--- config.mk ---
export PLATFORM = sky130hd
export DESIGN_NAME = uart_rx
export DESIGN_NICKNAME = d
export VERILOG_FILES = /design/src/rtl/uart_rx.sv
export SDC_FILE = /design/constraint.sdc
export NUM_CORES = 1
export LEC_CHECK = 0
export ABC_AREA = 0
export BUFFER_PORTS_ARGS = -buffer_cell sky130_fd_sc_hd__buf_2
export CAP_MARGIN = 20
export CORE_UTILIZATION = 47
export CTS_CLUSTER_SIZE = 8
export DETAILED_ROUTE_END_ITERATION = 10
export GPL_TIMING_DRIVEN = 0
export PLACE_DENSITY = 0.66
export SLEW_MARGIN = 0
export SYNTH_ARGS = -nofsm -noshare
export SYNTH_HDL_FRONTEND = slang
export SYNTH_SLANG_ARGS = --single-unit
export TNS_END_PERCENT = 50
--- constraint.sdc ---
create_clock -name clk -period 4 [get_ports clk]
set_input_delay 0.6 -clock clk [delete_from_list [all_inputs] [get_ports clk]]
set_output_delay 0.6 -clock clk [all_outputs]
set_load 0.02 [all_outputs]
--- src/rtl/uart_rx.sv ---
// UART receiver: 8N1/8E1/8N2/8E2 frames, mid-bit sampling with a run-time baud divisor.
// Line input is synchronised; outputs update together with a one-cycle valid pulse.
module uart_rx #(
  parameter int unsigned DATA_BITS   = 8,
  parameter int unsigned SYNC_STAGES = 2
) (
  input  logic                 clk,
  input  logic                 reset,
  input  logic                 rx_in,
  input  logic                 parity_sel,
  input  logic                 stop_sel,
  input  logic [11:0]          baud_divisor,
  output logic [DATA_BITS-1:0] data_out,
  output logic                 valid_out,
  output logic                 parity_ok,
  output logic                 frame_err,
  output logic                 busy
);

  localparam int unsigned   BW       = $clog2(DATA_BITS);
  localparam logic [BW-1:0] LAST_BIT = BW'(DATA_BITS - 1);

  typedef enum logic [2:0] {
    IDLE, START, DATA, PARITY, STOP1, STOP2, WAIT_IDLE
  } state_t;

  state_t                 state, state_next;
  logic [SYNC_STAGES-1:0] sync_q;
  logic                   rx;
  logic [11:0]            cnt, div_lat, d_eff, h_half;
  logic [BW-1:0]          bit_cnt;
  logic [DATA_BITS-1:0]   shift_q;
  logic                   par_bit, ferr_q, par_lat, stop_lat;
  logic                   sample, counting, detect, finish, ferr_final;

  assign rx       = sync_q[SYNC_STAGES-1];
  assign d_eff    = (baud_divisor < 12'd2) ? 12'd2 : baud_divisor;
  assign h_half   = d_eff >> 1;
  assign sample   = (cnt == '0);
  assign busy     = (state != IDLE);
  assign counting = state inside {START, DATA, PARITY, STOP1, STOP2};

  always_ff @(posedge clk or posedge reset) begin
    if (reset) sync_q <= '1;
    else       sync_q <= {sync_q[SYNC_STAGES-2:0], rx_in};
  end

  always_ff @(posedge clk or posedge reset) begin
    if (reset) state <= IDLE;
    else       state <= state_next;
  end

  // finish fires on the last stop sample so the registered outputs land one cycle later
  always_comb begin
    state_next = state;
    detect     = 1'b0;
    finish     = 1'b0;
    ferr_final = ferr_q;
    case (state)
      IDLE: if (!rx) begin
        detect     = 1'b1;
        state_next = START;
      end
      START: if (sample) state_next = rx ? IDLE : DATA;
      DATA: if (sample && bit_cnt == LAST_BIT) state_next = par_lat ? PARITY : STOP1;
      PARITY: if (sample) state_next = STOP1;
      STOP1: if (sample) begin
        ferr_final = ~rx;
        if (stop_lat) begin
          state_next = STOP2;
        end else begin
          finish     = 1'b1;
          state_next = rx ? IDLE : WAIT_IDLE;
        end
      end
      STOP2: if (sample) begin
        ferr_final = ferr_q | ~rx;
        finish     = 1'b1;
        state_next = rx ? IDLE : WAIT_IDLE;
      end
      WAIT_IDLE: if (rx) state_next = IDLE;
      default: state_next = IDLE;
    endcase
  end

  always_ff @(posedge clk or posedge reset) begin
    if (reset) begin
      cnt       <= '0;
      div_lat   <= '0;
      bit_cnt   <= '0;
      shift_q   <= '0;
      par_bit   <= 1'b0;
      ferr_q    <= 1'b0;
      par_lat   <= 1'b0;
      stop_lat  <= 1'b0;
      data_out  <= '0;
      valid_out <= 1'b0;
      parity_ok <= 1'b1;
      frame_err <= 1'b0;
    end else begin
      valid_out <= finish;
      if (detect) begin
        cnt      <= h_half - 12'd1;
        div_lat  <= d_eff;
        par_lat  <= parity_sel;
        stop_lat <= stop_sel;
        bit_cnt  <= '0;
        par_bit  <= 1'b0;
      end else if (counting) begin
        cnt <= sample ? (div_lat - 12'd1) : (cnt - 12'd1);
      end
      if (state == DATA && sample) begin
        shift_q <= {rx, shift_q[DATA_BITS-1:1]};
        bit_cnt <= bit_cnt + BW'(1);
      end
      if (state == PARITY && sample) par_bit <= rx;
      if ((state == STOP1 || state == STOP2) && sample) ferr_q <= ferr_final;
      if (finish) begin
        data_out  <= shift_q;
        parity_ok <= par_lat ? ~(^{shift_q, par_bit}) : 1'b1;
        frame_err <= ferr_final;
      end
    end
  end

endmodule

== Word level (Yosys, flattened, before mapping) ==
Cells that the tools add are included.

* Bits in registers: 55
* Latch bits: 0
* Memory bits (writable): 0
* ROM bits: 0
* Input port bits: 17
* Output and inout port bits: 12
* Word-level logic and storage cells: 80
* Memories: 0

* Add/sub/neg operators: 4
* Multipliers: 0
* Divide/modulo/power cells: 0
* Order comparisons: 1
* Equal/unequal tests: 14
* Shift-type cells: 0
* Multiplexer cells: 30
* Bitwise operators: 3
* Reduce and logical (&&, ||, !) cells: 14

{| class="wikitable"
|+ Operators with widths
! kind !! count
|-
| 12-bit 2-to-1 mux || 4
|-
| 3-bit 2-to-1 mux || 12
|-
| 12-bit by 1-bit subtractor with 12-bit output (second input constant) || 2
|-
| 3-bit case mux with 7 select lines || 1
|-
| 2-bit inequality test (second input constant) || 7
|-
| 3-bit equality test (second input constant) || 4
|-
| 12-bit zero test || 1
|-
| 12-bit by 2-bit < comparator with 1-bit output (second input constant) || 1
|-
| 11-bit by 1-bit subtractor with 12-bit output (second input constant) || 1
|-
| 1-bit 2-to-1 mux || 10
|-
| 9-bit parity || 1
|-
| 7-bit AND reduction || 1
|-
| 3-bit by 2-bit equality test with 1-bit output (second input constant) || 2
|-
| 2-bit nonzero test || 3
|-
| 5-bit nonzero test || 1
|-
| 1-bit logical AND || 4
|-
| 1-bit case mux with 2 select lines || 2
|-
| 3-bit by 1-bit adder with 3-bit output (second input constant) || 1
|-
| 3-bit by 1-bit equality test with 1-bit output (second input constant) || 1
|-
| 3-bit zero test || 1
|-
| 3-bit nonzero test || 1
|-
| 2-bit 2-to-1 mux || 1
|-
| 1-bit inverter || 2
|-
| 1-bit logical OR || 1
|-
| 1-bit OR || 1
|}

== Longest topological paths before layout ==
* Depth in word-level cells: 4
* Gate-level depth with buffers: 11
* Gate-level depth less buffers: 9

== Least setup slack after synthesis ==
Ideal clock, no wire load.

* Path type: flip-flop to flip-flop
* From: register state[1]
* To: register cnt[6]
* Setup time: 87 ps
* Arrival: 2495 ps
* Data required time: 3913 ps
* Slack: 1418 ps
* Stages on the path, launching flop included: 11
* Buffers on the path: 1
* Clock period less this slack: 2582 ps
* Cell sequence: dfrtp_1 > buf_6 > or4_4 > a311oi_2 > o21ai_1 > inv_1 > ha_1 > o2111a_2 > o211ai_2 > or4_1 > o211ai_1

* Cells in the longest elaborated chain, start to end: 3
* Elaborated cells on any way between the ends: 10
* Classes of those cells: eq/ne (5); mux (2); reduce/logical (3)

{| class="wikitable"
|+ Ends and longest elaborated chain
! what !! line !! source
|-
| start, declared || 27 || <nowiki>state_t state, state_next;</nowiki>
|-
| start signal, assigned || 50 || <nowiki>else state <= state_next;</nowiki>
|-
| 3-bit by 1-bit equality test with 1-bit output (tied with other cells) || 41 || <nowiki>assign counting = state inside {START, DATA, PARITY, STOP1, STOP2};</nowiki>
|-
| 5-bit nonzero test / 1-bit 2-to-1 mux (equally long branches) || 41, 59 ||
|-
| 2-bit nonzero test (no source line) / 12-bit 2-to-1 mux (equally long branches) || n/a ||
|-
| end signal, assigned || 103 || <nowiki>cnt <= h_half - 12'd1;</nowiki>
|-
| end signal, assigned || 110 || <nowiki>cnt <= sample ? (div_lat - 12'd1) : (cnt - 12'd1);</nowiki>
|-
| end, declared || 30 || <nowiki>logic [11:0] cnt, div_lat, d_eff, h_half;</nowiki>
|}

Parallel ways exist; a longest one is shown, timed or not.
A chain may end at the register's enable or synchronous reset.

== Worst setup path after layout ==
Ends and elaborated chain as after synthesis.

==> impl_metrics.json <==
{
  "status": "finished, final reports clean",
  "synth_cell_type_count": 53,
  "routedWlPerCell_um": 16.7,
  "cap_violations": 0,
  "powerDensity_mw_per_mm2": 618,
  "max_stage_delay_ps": 540,
  "cts_tree": "done",
  "hold_viol": 0,
  "top_level_ports": 29,
  "die_w_um": 80.8,
  "synth-simple-area-share": 0.211,
  "path_cells": "buf_6, or4_4, a311oi_2, o21ai_1, inv_1, ha_1, o2111a_2, o211ai_2, or4_1, o211ai_1",
  "fin_nets": 355,
  "seq_area_mm2": 0.00138,
  "clock_path_buffers": 2,
  "path_max_fanout": 8,
  "layout_min_cycle_time_ps": 2890,
  "initial_core_util": 0.491,
  "switching_share": 0.408,
  "yosys-mux-area-fraction": 0.0719,
  "p_total_mw": 2.04,
  "hold_buffers": 0,
  "synthCells": 299,
  "synth_warnings": 0,
  "worstMarginPinSlew_ps": 580,
  "ant_nets": 0,
  "dpl_cell_area_mm2": 0.00318,
  "drt-total-wl_um": 6850,
  "ys_seq_area_frac": 0.472,
  "final_cell_mix": "56 x nand2_1, 52 x dfrtp_1, 32 x buf_2",
  "grt_pass1_vias": 2180,
  "p_leak_nw": 1.53,
  "worstSkewPairLatency_ps": 320,
  "grt_usage": 0.230,
  "pwr-share-seq": 0.417,
  "io_buffers": 28,
  "yosys.area_share.adder": 0.0128,
  "cts_buffers": 5,
  "synth_ff_type": "dfrtp_1",
  "synth_xor_area_frac": 0.0330,
  "dp.final_hpwl_um": 4840,
  "final_common_cell": "nand2_1",
  "critical_path_class": "reg -> reg",
  "skew_ps": 14.8,
  "cp-end-kind": "flop",
  "rr_worst_depth": 10,
  "clkPwrFrac": 0.197,
  "cp-start-kind": "flop",
  "p_switching_mw": 0.830,
  "ys_ff_latch": 55,
  "cts_root_buf": "clkbuf_8",
  "cts_num_sinks": 55,
  "p_int_mw": 1.21,
  "max_freq_mhz": 346,
  "crit_slowest_cell": "or4_1",
  "cts_resized": 0,
  "syn_nets": 319,
  "critPathLaunch": "state[1]$_DFFE_PP0P_",
  "rsz0062_at_grt": "false",
  "grt_max_degree": 42,
  "cp_data_arrival_time_ps": 3120,
  "vias_per_cell": 5.83,
  "grt_pass1_wl_um": 11300,
  "synth_area_per_cell_um2": 9.77,
  "drive_gt1_frac": 0.232,
  "placement_rows": 28,
  "grt-ovfl-total": 0,
  "slew_headroom": 0.610,
  "routed-via-count": 2397,
  "tns_ps": 0,
  "cts_setup_buffers": 0,
  "clk_pin_slew_ps": 120,
  "pwr-share-comb": 0.387,
  "multi_input_area_mm2": 0.00140,
  "drt_iter0_markers": 181,
  "ir_drop_v": 0.000228,
  "synth_compound_area_frac": 0.150,
  "cts.htree.levels": 2,
  "rr_startpoint": "state[1]$_DFFE_PP0P_",
  "hp-class": "in -> async",
  "nFillCells": 546,
  "syn_area_mm2": 0.00292,
  "dieArea_mm2": 0.00654,
  "setup-violations-final": 0,
  "core_area_mm2": 0.00596,
  "die_y_um": 80.8,
  "regToRegSetupSlack_ps": 1110,
  "synth-edff-count": 0,
  "drv_slew": 0,
  "drt_pre_antenna_iters": 5,
  "place_congestion": 0.891,
  "synthArstFlopShare": 1.00,
  "diodes": 0,
  "crit_required_ps": 4240,
  "area_growth_pct": 12.8,
  "synth_top_family_by_area": "simple AND/OR/NAND/NOR gates",
  "utilization": 0.553,
  "grt_antenna_before_repair": 0,
  "fin_crit_sh": 0.722,
  "route.detailed.drc": 0,
  "final_area_mm2": 0.00329
}
## cells in the mapped netlist (3+ instances only)
master / number / area share
nand2_1: 56 / 0.072
nor2_1: 19 / 0.024
dfstp_2: 3 / 0.027
o21ai_0: 19 / 0.033
o21ai_1: 5 / 0.0086
buf_6: 4 / 0.015
nand3_1: 10 / 0.017
buf_2: 4 / 0.0069
a31oi_1: 6 / 0.013
mux2_2: 12 / 0.046
o211ai_1: 4 / 0.010
nand4_1: 4 / 0.0086
nor4_2: 4 / 0.017
mux2_1: 4 / 0.015
mux2i_1: 3 / 0.010
clkbuf_1: 7 / 0.0090
ha_1: 3 / 0.013
inv_1: 9 / 0.012
and4_1: 4 / 0.012
xnor2_1: 9 / 0.027
a21oi_1: 9 / 0.015
nand3b_1: 4 / 0.010
dfrtp_1: 52 / 0.45
nor3_1: 4 / 0.0069
## through the flow
step / setup WS, ps / instances / hold slack [ps]
floorplan: 1420 / 299 / 345
finish: 1110 / 411 / 227
global placement: 1060 / 402 / 346
global route: 1020 / 411 / 226
detailed placement: 1070 / 403 / 348
CTS: 1130 / 411 / 232
## sequential cells by signal, summed over array words and instances (netlist names)
| register | flops |
|---|---|
| shift_q | 8 |
| par_bit | 1 |
| ferr_q | 1 |
| parity_ok | 1 |
| div_lat | 12 |
| state | 3 |
| par_lat | 1 |
| bit_cnt | 3 |
| cnt | 12 |
| valid_out | 1 |
| sync_q | 2 |
| data_out | 8 |
| frame_err | 1 |
| stop_lat | 1 |
## cells by family (layout without fill, tap and decap cells)
family          Yosys count  in the layout
mux                      19             19
xor+xnor                 11             11
buf+inv                  27             64
fa+ha+maj                 3              3
compound gates           64             64
simple gates            120            120
flops                    55             55
## final timing paths
path,endpoint
worst max-delay path,cnt[6]$_DFFE_PP0P_
worst min-delay path,data_out[6]$_DFFE_PP0P_
worst max register to register,cnt[6]$_DFFE_PP0P_
worst min register to register,sync_q[1]$_DFF_PP1_
max in group asynchronous,sync_q[0]$_DFF_PP1_
min in group clk,sync_q[1]$_DFF_PP1_
## worst max-delay path, delay by kind of cell (launching register included)
family	cells	cell delay (ps)
buf+inv	2	220
flops	1	390
fa+ha+maj	1	170
simple gates	2	1060
compound gates	5	950
## layout make-up
type,instances,area share
Buffer,18,0.0334
Clock buffer,5,0.0209
Clock inverter,3,0.0152
Inverter,9,0.0103
Multi-Input combinational cell,217,0.424
Sequential cell,55,0.419
Tap cell,75,0.0285
Timing Repair Buffer,29,0.0486
## metal layers
metal | GRT usage | vias to the layer above | share of wire
met4 | 0.0661 | 0 | 0.010
li1 | - | 1137 | -
met3 | 0.0404 | 8 | 0.056
met5 | 0 | - | 0
met2 | 0.332 | 98 | 0.45
met1 | 0.347 | 1154 | 0.49
## power groups by stage
stage,sequential [mW],combinational [mW],clock (mW)
after floorplan,0.812,0.618,0
after global placement,0.853,0.762,0
after detailed placement,0.854,0.777,0
after CTS,0.846,0.781,0.407
after global routing,0.866,0.887,0.435
final,0.848,0.787,0.401
Note: power is estimated with default switching activity, not from simulation.
